==> src/rtl/ar_id_remap_stage_if.sv <==
// Bus bundle for ar_id_remap_stage: master AR, allocator handshake,
// slave AR, slave R, allocator free/lookup and master R signals.
// The slave modport is the stage's own view; master is the environment's.
// ALLOC_STALL_CNT_EN adds the alloc_stall_cnt observation signal.
interface ar_id_remap_stage_if #(
   parameter int ID_WIDTH    = 16,
   parameter int ADDR_WIDTH  = 32,
   parameter int LEN_WIDTH   = 8,
   parameter int DATA_WIDTH  = 64,
   parameter int STALL_CNT_W = 16
);
   // master AR
   logic                  ar_valid_in;
   logic                  ar_ready_out;
   logic [ID_WIDTH-1:0]   ar_id_in;
   logic [ADDR_WIDTH-1:0] ar_addr_in;
   logic [LEN_WIDTH-1:0]  ar_len_in;
   // allocator request
   logic                  alloc_req;
   logic [ID_WIDTH-1:0]   in_orig_id;
   logic                  alloc_gnt;
   logic [ID_WIDTH-1:0]   unique_id;
   logic                  id_matrix_full;
   // slave AR
   logic                  ar_valid_out;
   logic                  ar_ready_in;
   logic [ID_WIDTH-1:0]   ar_id_out;
   logic [ADDR_WIDTH-1:0] ar_addr_out;
   logic [LEN_WIDTH-1:0]  ar_len_out;
   // slave R
   logic                  r_valid_in;
   logic                  r_ready_out;
   logic [ID_WIDTH-1:0]   r_id_in;
   logic [DATA_WIDTH-1:0] r_data_in;
   logic [1:0]            r_resp_in;
   logic                  r_last_in;
   // allocator free / lookup
   logic                  free_req;
   logic [ID_WIDTH-1:0]   unique_id_to_free;
   logic [ID_WIDTH-1:0]   restored_id;
   // master R
   logic                  r_valid_out;
   logic                  r_ready_in;
   logic [ID_WIDTH-1:0]   r_id_out;
   logic [DATA_WIDTH-1:0] r_data_out;
   logic [1:0]            r_resp_out;
   logic                  r_last_out;
`ifdef ALLOC_STALL_CNT_EN
   logic [STALL_CNT_W-1:0] alloc_stall_cnt;
`endif

   modport slave (
      input  ar_valid_in, ar_id_in, ar_addr_in, ar_len_in,
             alloc_gnt, unique_id, id_matrix_full,
             ar_ready_in,
             r_valid_in, r_id_in, r_data_in, r_resp_in, r_last_in,
             restored_id, r_ready_in,
      output
`ifdef ALLOC_STALL_CNT_EN
             alloc_stall_cnt,
`endif
             ar_ready_out, alloc_req, in_orig_id,
             ar_valid_out, ar_id_out, ar_addr_out, ar_len_out,
             r_ready_out, free_req, unique_id_to_free,
             r_valid_out, r_id_out, r_data_out, r_resp_out, r_last_out
   );

   modport master (
      output ar_valid_in, ar_id_in, ar_addr_in, ar_len_in,
             alloc_gnt, unique_id, id_matrix_full,
             ar_ready_in,
             r_valid_in, r_id_in, r_data_in, r_resp_in, r_last_in,
             restored_id, r_ready_in,
      input
`ifdef ALLOC_STALL_CNT_EN
             alloc_stall_cnt,
`endif
             ar_ready_out, alloc_req, in_orig_id,
             ar_valid_out, ar_id_out, ar_addr_out, ar_len_out,
             r_ready_out, free_req, unique_id_to_free,
             r_valid_out, r_id_out, r_data_out, r_resp_out, r_last_out
   );
endinterface

==> src/rtl/ar_id_remap_stage.sv <==
// AXI read-path wrapper around the ID allocator.
// AR path: holds one master AR, obtains a unique ID, issues it downstream.
// R path: one-deep registered stage restoring the original ID per beat and
// freeing the unique ID on the RLAST handshake.
// Optional: define ALLOC_STALL_CNT_EN to add the saturating alloc_stall_cnt.
module ar_id_remap_stage #(
   parameter int ID_WIDTH    = 16,
   parameter int ADDR_WIDTH  = 32,
   parameter int LEN_WIDTH   = 8,
   parameter int DATA_WIDTH  = 64,
   parameter int STALL_CNT_W = 16
) (
   input logic                clk,
   input logic                rst_n,
   ar_id_remap_stage_if.slave bus
);

   typedef enum logic [1:0] {
      A_EMPTY = 2'd0,
      A_ALLOC = 2'd1,
      A_ISSUE = 2'd2
   } a_state_t;

   a_state_t a_state;
   logic     ar_hs;
   logic     r_in_hs;
   logic     unused_full;

   // The full flag is informational; alloc_gnt alone decides progress.
   assign unused_full = bus.id_matrix_full;

   assign ar_hs   = bus.ar_valid_in & bus.ar_ready_out;
   assign r_in_hs = bus.r_valid_in & bus.r_ready_out;

   // R stage accepts when empty or when its held beat leaves this cycle.
   assign bus.r_ready_out       = ~bus.r_valid_out | bus.r_ready_in;
   assign bus.unique_id_to_free = bus.r_id_in;
   // Reset gates the free so a beat arriving during reset never frees an ID.
   assign bus.free_req          = rst_n & r_in_hs & bus.r_last_in;

   // AR FSM with registered handshake/request outputs and held AR fields.
   always_ff @(posedge clk or negedge rst_n) begin
      if (!rst_n) begin
         // NOTE: state and outputs use non-blocking assignments so every flop samples pre-edge values.
         a_state          <= A_EMPTY;
         bus.ar_ready_out <= 1'b1;
         bus.alloc_req    <= 1'b0;
         bus.ar_valid_out <= 1'b0;
         bus.in_orig_id   <= '0;
         bus.ar_id_out    <= '0;
         bus.ar_addr_out  <= '0;
         bus.ar_len_out   <= '0;
      end else begin
         case (a_state)
            A_EMPTY: begin
               if (ar_hs) begin
                  bus.in_orig_id   <= bus.ar_id_in;
                  bus.ar_addr_out  <= bus.ar_addr_in;
                  bus.ar_len_out   <= bus.ar_len_in;
                  bus.ar_ready_out <= 1'b0;
                  bus.alloc_req    <= 1'b1;
                  a_state          <= A_ALLOC;
               end
            end
            A_ALLOC: begin
               if (bus.alloc_gnt) begin
                  bus.ar_id_out    <= bus.unique_id;
                  bus.alloc_req    <= 1'b0;
                  bus.ar_valid_out <= 1'b1;
                  a_state          <= A_ISSUE;
               end
            end
            A_ISSUE: begin
               if (bus.ar_ready_in) begin
                  bus.ar_valid_out <= 1'b0;
                  bus.ar_ready_out <= 1'b1;
                  a_state          <= A_EMPTY;
               end
            end
            default: begin
               bus.ar_ready_out <= 1'b1;
               bus.alloc_req    <= 1'b0;
               bus.ar_valid_out <= 1'b0;
               a_state          <= A_EMPTY;
            end
         endcase
      end
   end

   // R pipeline register: load on accept, drain when the master takes it.
   always_ff @(posedge clk or negedge rst_n) begin
      if (!rst_n) begin
         bus.r_valid_out <= 1'b0;
         bus.r_id_out    <= '0;
         bus.r_data_out  <= '0;
         bus.r_resp_out  <= '0;
         bus.r_last_out  <= 1'b0;
      end else if (r_in_hs) begin
         bus.r_valid_out <= 1'b1;
         bus.r_id_out    <= bus.restored_id;
         bus.r_data_out  <= bus.r_data_in;
         bus.r_resp_out  <= bus.r_resp_in;
         bus.r_last_out  <= bus.r_last_in;
      end else if (bus.r_ready_in) begin
         bus.r_valid_out <= 1'b0;
      end
   end

`ifdef ALLOC_STALL_CNT_EN
   // Count cycles spent waiting for a grant; sticks at all-ones.
   always_ff @(posedge clk or negedge rst_n) begin
      if (!rst_n) begin
         bus.alloc_stall_cnt <= '0;
      end else if (a_state == A_ALLOC && !bus.alloc_gnt && bus.alloc_stall_cnt != '1) begin
         bus.alloc_stall_cnt <= bus.alloc_stall_cnt + 1'b1;
      end
   end
`else
   // Stall counter not built in this configuration.
`endif

endmodule

==> src/flat_wrapper.sv <==
// flat-port wrapper written by rule: the top's interface ports become plain ports
module ar_id_remap_stage_flat 
#(
   parameter int ID_WIDTH    = 16,
   parameter int ADDR_WIDTH  = 32,
   parameter int LEN_WIDTH   = 8,
   parameter int DATA_WIDTH  = 64,
   parameter int STALL_CNT_W = 16
)
  (clk, rst_n, bus_ar_valid_in, bus_ar_id_in, bus_ar_addr_in, bus_ar_len_in, bus_alloc_gnt, bus_unique_id, bus_id_matrix_full, bus_ar_ready_in, bus_r_valid_in, bus_r_id_in, bus_r_data_in, bus_r_resp_in, bus_r_last_in, bus_restored_id, bus_r_ready_in, bus_ar_ready_out, bus_alloc_req, bus_in_orig_id, bus_ar_valid_out, bus_ar_id_out, bus_ar_addr_out, bus_ar_len_out, bus_r_ready_out, bus_free_req, bus_unique_id_to_free, bus_r_valid_out, bus_r_id_out, bus_r_data_out, bus_r_resp_out, bus_r_last_out);
  ar_id_remap_stage_if #(.ID_WIDTH(ID_WIDTH), .ADDR_WIDTH(ADDR_WIDTH), .LEN_WIDTH(LEN_WIDTH), .DATA_WIDTH(DATA_WIDTH), .STALL_CNT_W(STALL_CNT_W)) bus_i ();
  input logic clk;
  input logic rst_n;
  input wire logic [$bits(bus_i.ar_valid_in)-1:0] bus_ar_valid_in;
  input wire logic [$bits(bus_i.ar_id_in)-1:0] bus_ar_id_in;
  input wire logic [$bits(bus_i.ar_addr_in)-1:0] bus_ar_addr_in;
  input wire logic [$bits(bus_i.ar_len_in)-1:0] bus_ar_len_in;
  input wire logic [$bits(bus_i.alloc_gnt)-1:0] bus_alloc_gnt;
  input wire logic [$bits(bus_i.unique_id)-1:0] bus_unique_id;
  input wire logic [$bits(bus_i.id_matrix_full)-1:0] bus_id_matrix_full;
  input wire logic [$bits(bus_i.ar_ready_in)-1:0] bus_ar_ready_in;
  input wire logic [$bits(bus_i.r_valid_in)-1:0] bus_r_valid_in;
  input wire logic [$bits(bus_i.r_id_in)-1:0] bus_r_id_in;
  input wire logic [$bits(bus_i.r_data_in)-1:0] bus_r_data_in;
  input wire logic [$bits(bus_i.r_resp_in)-1:0] bus_r_resp_in;
  input wire logic [$bits(bus_i.r_last_in)-1:0] bus_r_last_in;
  input wire logic [$bits(bus_i.restored_id)-1:0] bus_restored_id;
  input wire logic [$bits(bus_i.r_ready_in)-1:0] bus_r_ready_in;
  output wire logic [$bits(bus_i.ar_ready_out)-1:0] bus_ar_ready_out;
  output wire logic [$bits(bus_i.alloc_req)-1:0] bus_alloc_req;
  output wire logic [$bits(bus_i.in_orig_id)-1:0] bus_in_orig_id;
  output wire logic [$bits(bus_i.ar_valid_out)-1:0] bus_ar_valid_out;
  output wire logic [$bits(bus_i.ar_id_out)-1:0] bus_ar_id_out;
  output wire logic [$bits(bus_i.ar_addr_out)-1:0] bus_ar_addr_out;
  output wire logic [$bits(bus_i.ar_len_out)-1:0] bus_ar_len_out;
  output wire logic [$bits(bus_i.r_ready_out)-1:0] bus_r_ready_out;
  output wire logic [$bits(bus_i.free_req)-1:0] bus_free_req;
  output wire logic [$bits(bus_i.unique_id_to_free)-1:0] bus_unique_id_to_free;
  output wire logic [$bits(bus_i.r_valid_out)-1:0] bus_r_valid_out;
  output wire logic [$bits(bus_i.r_id_out)-1:0] bus_r_id_out;
  output wire logic [$bits(bus_i.r_data_out)-1:0] bus_r_data_out;
  output wire logic [$bits(bus_i.r_resp_out)-1:0] bus_r_resp_out;
  output wire logic [$bits(bus_i.r_last_out)-1:0] bus_r_last_out;
  assign bus_i.ar_valid_in = bus_ar_valid_in;
  assign bus_i.ar_id_in = bus_ar_id_in;
  assign bus_i.ar_addr_in = bus_ar_addr_in;
  assign bus_i.ar_len_in = bus_ar_len_in;
  assign bus_i.alloc_gnt = bus_alloc_gnt;
  assign bus_i.unique_id = bus_unique_id;
  assign bus_i.id_matrix_full = bus_id_matrix_full;
  assign bus_i.ar_ready_in = bus_ar_ready_in;
  assign bus_i.r_valid_in = bus_r_valid_in;
  assign bus_i.r_id_in = bus_r_id_in;
  assign bus_i.r_data_in = bus_r_data_in;
  assign bus_i.r_resp_in = bus_r_resp_in;
  assign bus_i.r_last_in = bus_r_last_in;
  assign bus_i.restored_id = bus_restored_id;
  assign bus_i.r_ready_in = bus_r_ready_in;
  assign bus_ar_ready_out = bus_i.ar_ready_out;
  assign bus_alloc_req = bus_i.alloc_req;
  assign bus_in_orig_id = bus_i.in_orig_id;
  assign bus_ar_valid_out = bus_i.ar_valid_out;
  assign bus_ar_id_out = bus_i.ar_id_out;
  assign bus_ar_addr_out = bus_i.ar_addr_out;
  assign bus_ar_len_out = bus_i.ar_len_out;
  assign bus_r_ready_out = bus_i.r_ready_out;
  assign bus_free_req = bus_i.free_req;
  assign bus_unique_id_to_free = bus_i.unique_id_to_free;
  assign bus_r_valid_out = bus_i.r_valid_out;
  assign bus_r_id_out = bus_i.r_id_out;
  assign bus_r_data_out = bus_i.r_data_out;
  assign bus_r_resp_out = bus_i.r_resp_out;
  assign bus_r_last_out = bus_i.r_last_out;
  ar_id_remap_stage #(.ID_WIDTH(ID_WIDTH), .ADDR_WIDTH(ADDR_WIDTH), .LEN_WIDTH(LEN_WIDTH), .DATA_WIDTH(DATA_WIDTH), .STALL_CNT_W(STALL_CNT_W)) u_core (.clk(clk), .rst_n(rst_n), .bus(bus_i));
endmodule
==> config.mk <==
export PLATFORM = sky130hd
export DESIGN_NAME = ar_id_remap_stage_flat
export DESIGN_NICKNAME = d
export VERILOG_FILES = /design/src/rtl/ar_id_remap_stage_if.sv /design/src/rtl/ar_id_remap_stage.sv /design/src/flat_wrapper.sv
export SDC_FILE = /design/constraint.sdc
export NUM_CORES = 1
export LEC_CHECK = 0
export CORE_AREA = 2 2 138 140
export DETAILED_ROUTE_END_ITERATION = 8
export DIE_AREA = 0 0 140 142
export GPL_TIMING_DRIVEN = 1
export PLACE_DENSITY = 0.7
export SLEW_MARGIN = 10
export SYNTH_ARGS = -nofsm -noshare
export SYNTH_HDL_FRONTEND = slang
export SYNTH_SLANG_ARGS = --single-unit
==> constraint.sdc <==
create_clock -name clk -period 2.37 [get_ports clk]
set_input_delay 0.237 -clock clk [delete_from_list [all_inputs] [get_ports clk]]
set_output_delay 0.237 -clock clk [all_outputs]
set_load 0.02 [all_outputs]
==> results.py, run 1 <==
metrics = {
    "floorplanning": {
        "dieArea_um2": 19900,
        "rows": 50,
        "coreArea_um2": 18500,
        "start_util": 0.346,
        "pin_count": 356,
        "die_h_um": 142,
        "die_w_um": 140,
    },
    "timing": {
        "period_needed_ns": 1.99,
        "rsz0062_at_grt": "false",
        "drv_slew": 0,
        "fmax_mhz": 502,
        "worstMarginPinSlew_ns": 0.779,
        "final-hold-violation-count": 0,
        "finClkSkew_ns": 0.00669,
        "slew_headroom": 0.481,
        "fin_ws_ns": 0.380,
        "setup_tns_ns": 0,
        "setup_viol": 0,
        "holdWs_ns": 0.183,
        "period_share": 0.840,
    },
    "clock_network": {
        "cts-root-buf": "clkbuf_16",
        "clkTransAtPathRegs_ns": 0.07,
        "tritoncts": "done",
        "numCtsBuffers": 17,
        "cts-htree-levels": 4,
        "clock_sinks": 161,
        "clkLatencyLatePin_ns": 0.43,
        "post-cts-setup-buffers": 0,
        "clockBufferDepth": 2,
    },
    "routing": {
        "routedWlPerCell_um": 17.3,
        "dr_total_vias": 4206,
        "drt-pass1-iter-count": 9,
        "ant_nets": 0,
        "drc": 25,
        "wl_mm": 16.2,
        "viasPerCell": 4.50,
        "drt_iter0_markers": 178,
    },
    "setup_path": {
        "crit_start": "rst_n",
        "reg2reg_setup_slack_ns": 0.67,
        "endpoint": "bus_free_req",
        "reg2reg_from": "u_core.bus.ar_ready_out",
        "end_kind": "primary output",
        "reg2regPathDepth": 4,
        "worstSetupPathType": "in2out",
        "cp_max_fo": 10,
        "r2r_end": "u_core.bus.ar_addr_out[17]",
        "start_kind": "primary input",
        "worstPathArrival_ns": 1.75,
        "cp.required_ns": 2.13,
    },
    "cells_and_area": {
        "nets": 867,
        "fin_util": 0.559,
        "final_cell_area_um2": 10300,
        "num-fill-cells": 1470,
        "layout.cells.non_filler": 935,
        "synthToLayoutAreaGrowth_pct": 61.3,
        "antenna_cells": 0,
        "area.sequential_um2": 4030,
        "drive_gt1_frac": 0.288,
        "multi_input_comb_area_um2": 2040,
    },
    "place": {
        "place_area_um2": 9680,
        "place_inst": 902,
        "gp_congestion": 0.752,
        "port_buffers": 322,
        "dp_slack_ns": 0.459,
        "post-dp-hpwl_mm": 12.1,
    },
    "synthesis": {
        "yosysUniqueCellTypes": 20,
        "ys_seq_area_frac": 0.630,
        "ys_top_cells_by_area": "dfrtp_1 63%, mux2_2 20%, mux2_4 9.4%",
        "mappedNetlistNets": 551,
        "syn_inst": 372,
        "synth_top_area_frac": 0.626,
        "yosys.area.top_type": "dfrtp_1",
        "ys_warn_count": 0,
        "synth_area_um2": 6390,
        "synth.avg_cell_area_um2": 17.2,
        "ys_ff_latch": 161,
    },
    "pwr": {
        "power_density_nw_per_um2": 833,
        "leakagePower_nw": 4.42,
        "vdd_drop_max_mv": 0.460,
        "finalPower_mw": 8.59,
    },
    "min_path": {
        "hp-class": "in2async",
    },
    "flow_run": {
        "max_cap_violations": 0,
    },
    "global_routing": {
        "grt_max_degree": 84,
        "grt_pass1_wl_mm": 25.2,
        "antenna_found_initial": 0,
        "grt_pass1_vias": 4775,
        "gr-total-overflow": 0,
        "track_usage": 0.165,
    },
    "run_status": {
        "outcome": "finished, violations left",
        "violations": "DRC",
    },
}
[power by group]
group          internal [mW]  switching [mW]
logic                   1.34           0.999
registers               3.17           0.219
clock network           1.66            1.20
total                   6.17            2.42
[critical path, stage by stage]
cell and delay, ns:
dlygate4sd3_1 0.54, buf_6 0.18, nand2_1 0.08, nor2_1 0.09, clkdlybuf4s50_1 0.62
[what timing repair did]
action                                  4_1_cts  5_1_grt
hold buffers                                  1        0
hold endpoints to repair                      9        0
endpoints found under the setup margin        0        0
gates resized for setup                       0        0
[how the worst min path moves through the flow]
stage | start | to | slack (ns) | cells after the start
floorplan | rst_n | u_core.a_state[0] | -0.06 | 0
global placement | rst_n | u_core.bus.r_data_out[55] | 0.06 | 1
detailed placement | rst_n | u_core.bus.r_data_out[55] | 0.07 | 1
CTS | rst_n | u_core.bus.r_data_out[55] | 0.17 | 2
global route | rst_n | u_core.bus.r_data_out[55] | 0.18 | 2
finish | rst_n | u_core.bus.r_data_out[55] | 0.18 | 2
[routing by layer]
layer | vias to the layer above | track usage | share of wire
met2 | 204 | 0.282 | 0.51
met1 | 2065 | 0.183 | 0.38
met5 | - | 0 | 0
li1 | 1911 | - | -
met3 | 26 | 0.0653 | 0.089
met4 | 0 | 0.0691 | 0.023
[cells in the final DEF, fill, tap and decap left out, types with 2 or more instances in the layout]
cell type        instances
clkbuf_16               17
mux2_4                  40
buf_12                   3
inv_6                    4
clkinv_4                 3
nand2_1                  4
bufinv_16                2
dfrtp_1                160
buf_4                    4
mux2_2                 116
nor2_1                   5
clkdlybuf4s50_1        321
inv_8                    4
o21ai_0                  2
clkbuf_8                 2
a21oi_1                  2
[registers in the layout, indices dropped and copies added (netlist names), 2 cells and up]
| signal | cells |
|---|---|
| u_core.a_state | 2 |
| u_core.bus.ar_addr_out | 32 |
| u_core.bus.ar_id_out | 16 |
| u_core.bus.ar_len_out | 8 |
| u_core.bus.in_orig_id | 16 |
| u_core.bus.r_data_out | 64 |
| u_core.bus.r_id_out | 16 |
| u_core.bus.r_resp_out | 2 |
[cell usage after synthesis (all sizes together)]
cell / count
buf: 33
nand2b: 2
a31oi: 1
nand3: 1
dfstp: 1
o22a: 1
o31ai: 1
mux2: 156
o21ai: 2
dfrtp: 160
a21oi: 2
inv: 1
nor3: 1
nor2: 5
nand2: 5
[cell type report]
cell class | instances | share of cell area
inverters | 1 | 0.000364
clock inverters | 13 | 0.0161
repair buffers | 330 | 0.322
well taps | 234 | 0.0284
multi-input cells | 177 | 0.198
flip-flops and latches | 161 | 0.391
clock buffers | 19 | 0.0439
[cell families after synthesis]
group / after synthesis / synth area share
and+or+nand+nor: 14 / 0.0135
DFF: 161 / 0.630
muxes: 156 / 0.298
buffers and inverters: 34 / 0.0511
AOI/OAI and AO/OA: 7 / 0.00666
(Power assumes the default switching activity.)
==> run 2, diff against run 1 <==
--- a/config.mk
+++ b/config.mk
@@ -5,11 +5,11 @@
 export SDC_FILE = /design/constraint.sdc
 export NUM_CORES = 1
 export LEC_CHECK = 0
-export CORE_AREA = 2 2 138 140
+export CORE_MARGIN = 2
+export CORE_UTILIZATION = 35
 export DETAILED_ROUTE_END_ITERATION = 8
-export DIE_AREA = 0 0 140 142
 export GPL_TIMING_DRIVEN = 1
-export PLACE_DENSITY = 0.7
+export PLACE_DENSITY = 0.73
 export SLEW_MARGIN = 10
 export SYNTH_ARGS = -nofsm -noshare
 export SYNTH_HDL_FRONTEND = slang
==> constraint.sdc (replaced) <==
create_clock -name clk -period 1.7 [get_ports clk]
set_input_delay 0.17 -clock clk [delete_from_list [all_inputs] [get_ports clk]]
set_output_delay 0.17 -clock clk [all_outputs]
set_load 0.02 [all_outputs]
==> run 2 against run 1 <==
Against the previous run: the flow now finishes without violations; routed wire length is 4.9% higher; sequential share of layout area is 0.38 points lower; sequential power is 40% higher; cell area is 0.97% higher; final cell count is 1.1% higher; hold slack better by 0.16 ns; non-clock buffer count is 15 higher; combinational power is 41% higher; clock skew is 0.0054 ns higher; core utilization is 2.1 points higher.
==> results.py, run 2 (same netlist as run 1, synthesis figures left out) <==
metrics = {
    "run_status": {
        "outcome": "finished clean",
    },
    "clock_network": {
        "numCtsBuffers": 17,
        "clkLatencyLatePin_ns": 0.42,
        "clockBufferDepth": 2,
        "clock_sinks": 161,
        "clkTransAtPathRegs_ns": 0.06,
        "cts-root-buf": "clkbuf_16",
        "tritoncts": "done",
        "cts-htree-levels": 4,
    },
    "global_routing": {
        "antenna_found_initial": 0,
        "grt_pass1_wl_mm": 27.0,
        "track_usage": 0.178,
        "grt_pass1_vias": 4916,
        "gr-total-overflow": 0,
        "grt_max_degree": 162,
    },
    "setup_path": {
        "reg2reg_setup_slack_ns": 0.11,
        "slowest_stage": "clkdlybuf4s50_1",
        "worstSetupPathType": "reg2out",
        "worstPathArrival_ns": 1.44,
        "cp_top_family": "buffers and inverters",
        "worst-path-buf-inv": 1,
        "path_cells": "clkdlybuf4s50_1",
        "end_kind": "primary output",
        "start_kind": "flop",
        "cp_max_fo": 2,
        "cp.required_ns": 1.53,
        "reg2regPathDepth": 5,
        "r2r_end": "u_core.bus.ar_addr_out[16]",
        "reg2reg_from": "u_core.bus.ar_ready_out",
        "cp_slowest_stage_delay_ns": 0.65,
    },
    "floorplanning": {
        "pin_count": 356,
        "coreArea_um2": 18000,
        "dieArea_um2": 19400,
        "start_util": 0.356,
        "rows": 49,
        "die_w_um": 139,
        "die_h_um": 139,
    },
    "place": {
        "port_buffers": 322,
        "place_inst": 912,
        "gp_congestion": 0.798,
        "place_area_um2": 9830,
        "post-dp-hpwl_mm": 12.9,
    },
    "cells_and_area": {
        "antenna_cells": 0,
        "multi_input_comb_area_um2": 2040,
        "fin_util": 0.580,
        "largest_reg_flops": 64,
        "area.sequential_um2": 4030,
        "final_cell_mix": "318 x clkdlybuf4s50_1, 160 x dfrtp_1, 116 x mux2_2",
        "synthToLayoutAreaGrowth_pct": 62.9,
        "num-fill-cells": 1445,
        "nets": 882,
        "largest-register": "u_core.bus.r_data_out",
        "reg_top3": "u_core.bus.r_data_out x64, u_core.bus.ar_addr_out x32",
        "drive_gt1_frac": 0.303,
        "final_cell_area_um2": 10400,
        "layout.cells.non_filler": 945,
        "final_common_cell": "clkdlybuf4s50_1",
    },
    "routing": {
        "drt-pass1-iter-count": 6,
        "dr_total_vias": 4285,
        "wl_mm": 17.0,
        "routedWlPerCell_um": 18.0,
        "ant_nets": 0,
        "drt_iter0_markers": 117,
        "viasPerCell": 4.53,
        "drc": 0,
    },
    "timing": {
        "slew_headroom": 0.407,
        "period_needed_ns": 1.61,
        "finClkSkew_ns": 0.0121,
        "drv_slew": 0,
        "setup_viol": 0,
        "period_share": 0.945,
        "rsz0062_at_grt": "false",
        "worstMarginPinSlew_ns": 0.890,
        "fmax_mhz": 622,
        "final-hold-violation-count": 0,
    },
    "flow_run": {
        "max_cap_violations": 0,
    },
    "pwr": {
        "power_density_nw_per_um2": 1130,
        "vdd_drop_max_mv": 0.675,
        "leakagePower_nw": 4.49,
    },
    "min_path": {
        "hold_start": "bus_r_id_in[8]",
        "hp-class": "in2out",
        "whs_path_depth": 0,
        "hold_end": "bus_unique_id_to_free[8]",
    },
}
-- run 2: worst max-delay path by stage --
stage	startpoint	end	cells after the start
final	u_core.bus.ar_addr_out[0]	bus_ar_addr_out[0]	1
after CTS	u_core.bus.ar_addr_out[0]	bus_ar_addr_out[0]	1
after floorplan	u_core.bus.ar_ready_out	u_core.bus.ar_addr_out[0]	5
after detailed placement	bus_ar_valid_in	u_core.bus.ar_len_out[2]	6
after global routing	u_core.bus.ar_ready_out	u_core.bus.ar_addr_out[26]	5
after global placement	bus_ar_valid_in	u_core.bus.ar_addr_out[0]	6
-- run 2: through the flow --
stage               setup TNS (ns)  setup WS (ns)  power, mW  hold WS (ns)
detailed placement           -2.97        -0.0881       8.14         0.340
global route                     0         0.0102       12.3         0.340
floorplan                        0         0.0997       6.28        -0.126
global placement             -1.61        -0.0506       8.04         0.340
CTS                              0         0.0467       11.9         0.340
finish                           0         0.0935       11.8         0.340
-- run 2: report_power, final --
group	internal (mW)	leakage, nW	switching, mW	total [mW]
combinational	1.88	2.21	1.41	3.29
clock	2.12	0.278	1.61	3.73
sequential	4.42	2.00	0.321	4.75
-- run 2: repair_timing --
item,in CTS,in global routing
buffers inserted,0,0
hold endpoints to repair,160,0
endpoints found under the setup margin,3,0
resized for setup,3,0
hold buffers,1,0
-- run 2: cell type report --
class,count,share of cell area
clock inverter,13,0.0121
clock buffer,19,0.0435
multi-input combinational,177,0.196
tap,229,0.0275
timing repair buffer,345,0.333
sequential,161,0.387
inverter,1,0.000360
-- run 2: worst register-to-register path: stages (launching register included) --
cell	delay, ns
dfstp_2	0.53
nand2_1	0.09
nor3_4	0.19
buf_12	0.21
buf_12	0.15
mux2_4	0.31
-- run 2: routing by layer --
layer / vias up / GRT usage / wire length, um
li1: 1951 / - / -
met1: 2096 / 0.199 / 6390
met2: 213 / 0.317 / 8960
met3: 25 / 0.0566 / 1220
met4: 0 / 0.0696 / 404
met5: - / 0 / 0
